File: config.mk
export PLATFORM = sky130hd
export DESIGN_NAME = seq_detect_prog
export DESIGN_NICKNAME = d
export VERILOG_FILES = /design/src/rtl/seq_detect_prog.sv
export SDC_FILE = /design/constraint.sdc
export NUM_CORES = 1
export LEC_CHECK = 0
export CAP_MARGIN = 5
export CORE_UTILIZATION = 40
export CTS_BUF_LIST = sky130_fd_sc_hd__clkbuf_8
export DETAILED_ROUTE_END_ITERATION = 10
export MAX_ROUTING_LAYER = met4
export PLACE_DENSITY = 0.7
export SLEW_MARGIN = 20
export SYNTH_ARGS = -nofsm -noshare
export SYNTH_HDL_FRONTEND = slang
export SYNTH_SLANG_ARGS = --single-unit
File: constraint.sdc
create_clock -name clk -period 2.58 [get_ports clk]
set_clock_uncertainty 0.15 [all_clocks]
set_input_delay 0.516 -clock clk [delete_from_list [all_inputs] [get_ports clk]]
set_output_delay 0.516 -clock clk [all_outputs]
set_load 0.02 [all_outputs]
File: src/rtl/seq_detect_prog.sv
// Programmable Moore serial-pattern detector: runtime-loadable pattern and
// overlap mode, sample-enable qualifier and a saturating match counter.
module seq_detect_prog #(
   parameter int unsigned        PAT_LEN = 4,
   parameter logic [PAT_LEN-1:0] PAT_RST = 4'b1101,
   parameter logic               OVL_RST = 1'b1,
   parameter int unsigned        CNT_W   = 8
) (
   input  logic               clk,
   input  logic               arst,
   input  logic               en,
   input  logic               seq,
   input  logic               cfg_load,
   input  logic [PAT_LEN-1:0] cfg_pattern,
   input  logic               cfg_overlap,
   output logic               det,
   output logic [CNT_W-1:0]   match_cnt
);

   localparam int unsigned        FILL_W    = $clog2(PAT_LEN + 1);
   localparam logic [FILL_W-1:0]  FILL_FULL = FILL_W'(PAT_LEN);
   localparam logic [FILL_W-1:0]  FILL_LAST = FILL_W'(PAT_LEN - 1);

   // The oldest history bit is shifted out before it is ever compared, so only
   // PAT_LEN-1 bits need to be kept.
   logic [PAT_LEN-2:0] hist_q, hist_d;
   logic [FILL_W-1:0]  fill_q, fill_d;
   logic [PAT_LEN-1:0] pat_q, pat_d;
   logic               ovl_q, ovl_d;
   logic               det_q, det_d;
   logic [CNT_W-1:0]   cnt_q, cnt_d;

   logic [PAT_LEN-1:0] nh;
   logic               hit;

   always_comb begin
      nh     = {hist_q, seq};
      hit    = (fill_q >= FILL_LAST) && (nh == pat_q);
      hist_d = hist_q;
      fill_d = fill_q;
      pat_d  = pat_q;
      ovl_d  = ovl_q;
      det_d  = 1'b0;
      cnt_d  = cnt_q;
      if (cfg_load) begin
         pat_d  = cfg_pattern;
         ovl_d  = cfg_overlap;
         hist_d = '0;
         fill_d = '0;
         cnt_d  = '0;
      end else if (en) begin
         hist_d = nh[PAT_LEN-2:0];
         det_d  = hit;
         if (hit && !ovl_q) begin
            fill_d = '0;
         end else if (fill_q != FILL_FULL) begin
            fill_d = fill_q + FILL_W'(1);
         end
         // Counter saturates at all-ones instead of wrapping.
         if (hit && (cnt_q != {CNT_W{1'b1}})) begin
            cnt_d = cnt_q + CNT_W'(1);
         end
      end
   end

   always_ff @(posedge clk or posedge arst) begin
      if (arst) begin
         hist_q <= '0;
         fill_q <= '0;
         pat_q  <= PAT_RST;
         ovl_q  <= OVL_RST;
         det_q  <= 1'b0;
         cnt_q  <= '0;
      end else begin
         hist_q <= hist_d;
         fill_q <= fill_d;
         pat_q  <= pat_d;
         ovl_q  <= ovl_d;
         det_q  <= det_d;
         cnt_q  <= cnt_d;
      end
   end

   assign det       = det_q;
   assign match_cnt = cnt_q;

endmodule

==> flow_metrics.env <==
export IMPL_hold_class="reg2reg"
export IMPL_met3_usage_pct=2.011
export IMPL_met1_usage_pct=18.48
export IMPL_end_kind="register"
export IMPL_setup_violations_final=0
export IMPL_cts_hold_buf=0
export IMPL_antennaDiodeCount=0
export IMPL_first_iter_violations=6
export IMPL_synth_cells=100
export IMPL_worstSetupStartpointType="input port"
export IMPL_numPortBuffers=18
export IMPL_fin_setup_tns_ns=0
export IMPL_post_route_period_util_pct=83.95
export IMPL_hold_viol_final=0
export IMPL_fin_ws_ns=0.4142
export IMPL_track_usage_pct=15.86
export IMPL_worst_path_max_fanout=4
export IMPL_peakVddDrop_v=0.0003803
export IMPL_ant_nets=0
export IMPL_clockBufferDepth=2
export IMPL_die_area_um2=2849
export IMPL_synth_async_reset_ratio_pct=100.0
export IMPL_clk_pin_slew_ns=0.07
export IMPL_hold_slack_ns=0.3807
export IMPL_seq_area_frac_synth_pct=47.87
export IMPL_cts_resized_gates=0
export IMPL_vias=778
export IMPL_syn_nets=114
export IMPL_status="finished clean"
export IMPL_drive_gt1_share_pct=17.36
export IMPL_h_tree_depth=1
export IMPL_cp_required_ns=2.61
export IMPL_tightest_slew_ns=0.7265
export IMPL_slew_limit_headroom_pct=51.52
export IMPL_fp_coreArea_um2=2477
export IMPL_synth_commonest_cells="16 x dfrtp_1, 14 x nor2_1, 7 x inv_1"
export IMPL_grt_pass1_vias=738
export IMPL_grt_max_degree=21
export IMPL_fin_crit_ns=2.166
export IMPL_cts_setup_buffers=0
export IMPL_yosysTopAreaCellShare_pct=37.91
export IMPL_dpl_worst_slack_ns=0.1357
export IMPL_syn_area_um2=1056
export IMPL_ys_top_cells_by_area="dfrtp_1 38%, dfstp_2 10%, mux2_2 5.3%"
export IMPL_die_w_um=53.38
export IMPL_dieHeight_um=53.38
export IMPL_worstPathArrival_ns=2.20
export IMPL_timing_max_cap_violations=0
export IMPL_crit_type="in2reg"
export IMPL_io_pins=19
export IMPL_synth_warnings=0
export IMPL_synth_edf_count=0
export IMPL_gr_usage_met2_pct=26.25
export IMPL_cts_sinks=20
export IMPL_antenna_found_initial=0
export IMPL_cts_inserted_buffers=3
export IMPL_grt_pass1_wl_um=3118
export IMPL_yosys_most_used_dff="dfrtp_1"
export IMPL_final_fill_count=234
export IMPL_num_rows=18
export IMPL_synth_most_common_cell="dfrtp_1"
export IMPL_start_util_pct=42.63
export IMPL_finalPower_uw=671.5
export IMPL_p_leak_uw=0.0005700
export IMPL_drv_slew=0
export IMPL_yosysTopAreaCell="dfrtp_1"
export IMPL_syn_area_per_cell_um2=10.56
export IMPL_avgViaCountPerCell=5.152
export IMPL_clk_latency_ns=0.25
export IMPL_fin_nets=136
export IMPL_top_usage_layer="met2"
export IMPL_max_freq_mhz=461.7
export IMPL_drtPass1Iterations=6
export IMPL_drc=0
export IMPL_wl_per_cell_um=12.58
export IMPL_synth_cell_types=30
export IMPL_dp_hpwl_um=1415
export IMPL_cellPowerDensity_nw_per_um2=504.4
export IMPL_area_growth_pct=26.07
export IMPL_root_buffer="clkbuf_8"
export IMPL_utilization_pct=53.74
export IMPL_place_congestion=0.7804
export IMPL_grt_overflow=0
export IMPL_cts_tree="done"
export IMPL_grt_setup_unrepaired="false"
export IMPL_yosys_register_bits=20
export IMPL_wirelength_um=1900
-- critical path: stages --
cell             delay, ns
clkdlybuf4s50_1       0.43
xor2_1                0.16
nor3_1                0.27
nand3_1               0.17
or4_1                 0.49
a21oi_1               0.15
-- metrics by stage --
stage	std cells	area, um2
after floorplan	100	1056
after global placement	147	1276
after detailed placement	147	1276
after CTS	151	1331
after global routing	151	1331
final	151	1331
-- layout make-up --
cell class | count | area [um2] | area share, %
Multi-Input combinational cell | 70 | 511.7 | 38.44
Inverter | 7 | 26.28 | 1.974
Clock buffer | 4 | 55.05 | 4.135
Tap cell | 30 | 37.54 | 2.820
Sequential cell | 20 | 505.5 | 37.97
Timing Repair Buffer | 20 | 195.2 | 14.66
-- path summary, 6_finish.rpt --
check,start,to,slack (ns),cells past startpoint
max in group asynchronous,arst,det$_DFF_PP0_,1.29,2
min,pat_q[1]$_DFFE_PP0P_,pat_q[1]$_DFFE_PP0P_,0.38,1
max reg2reg,fill_q[1]$_DFFE_PP0P_,match_cnt[1]$_DFFE_PP0P_,0.45,7
min in group asynchronous,arst,match_cnt[0]$_DFFE_PP0P_,0.53,2
max,seq,match_cnt[7]$_DFFE_PP0P_,0.41,6
min reg2reg,pat_q[1]$_DFFE_PP0P_,pat_q[1]$_DFFE_PP0P_,0.38,1
-- cells by family (layout without fill, tap and decap cells) --
kind of cell | Yosys count | count (layout) | share of synthesized area, %
AOI/OAI and AO/OA | 12 | 12 | 7.820
adders and majority gates | 4 | 4 | 4.740
xor gates and xnor gates | 9 | 9 | 7.464
muxes | 9 | 9 | 9.123
buffers and inverters | 10 | 31 | 3.672
DFF | 20 | 20 | 47.87
and+or+nand+nor | 36 | 36 | 19.31
-- metal layers --
layer	share of wire [%]	routed length, um
met3	3.5	66
met5	0	0
met2	50	951
met1	45	851
met4	1.5	29
-- flip-flops by register name, indices dropped and copies added, names as in the netlist --
signal / flops
match_cnt: 8
pat_q: 4
fill_q: 3
hist_q: 3
det: 1
ovl_q: 1
-- cells in the final DEF, fill, tap and decap left out, types with 2 or more instances in the layout --
master / n
clkdlybuf4s50_1: 18
dfrtp_1: 16
nor2_1: 14
inv_1: 7
mux2_2: 5
nand3_1: 5
xnor2_1: 5
xor2_1: 4
mux2i_1: 4
nand2_1: 4
ha_1: 4
clkbuf_8: 4
dfstp_2: 4
a21oi_1: 3
nor3_2: 3
and3_1: 2
nand3b_1: 2
nor3_1: 2
o21ai_0: 2
a22oi_1: 2
buf_4: 2
-- report_power, final --
group | leakage, uW | switching [uW] | total [uW] | internal (uW)
sequential | 0.000261 | 13.5 | 347 | 334
combinational | 0.000281 | 45.6 | 89.9 | 44.3
clock | 0.0000288 | 98.6 | 234 | 136
total | 0.000570 | 158 | 671 | 514
No activity file was read; power rests on OpenSTA's default activity.
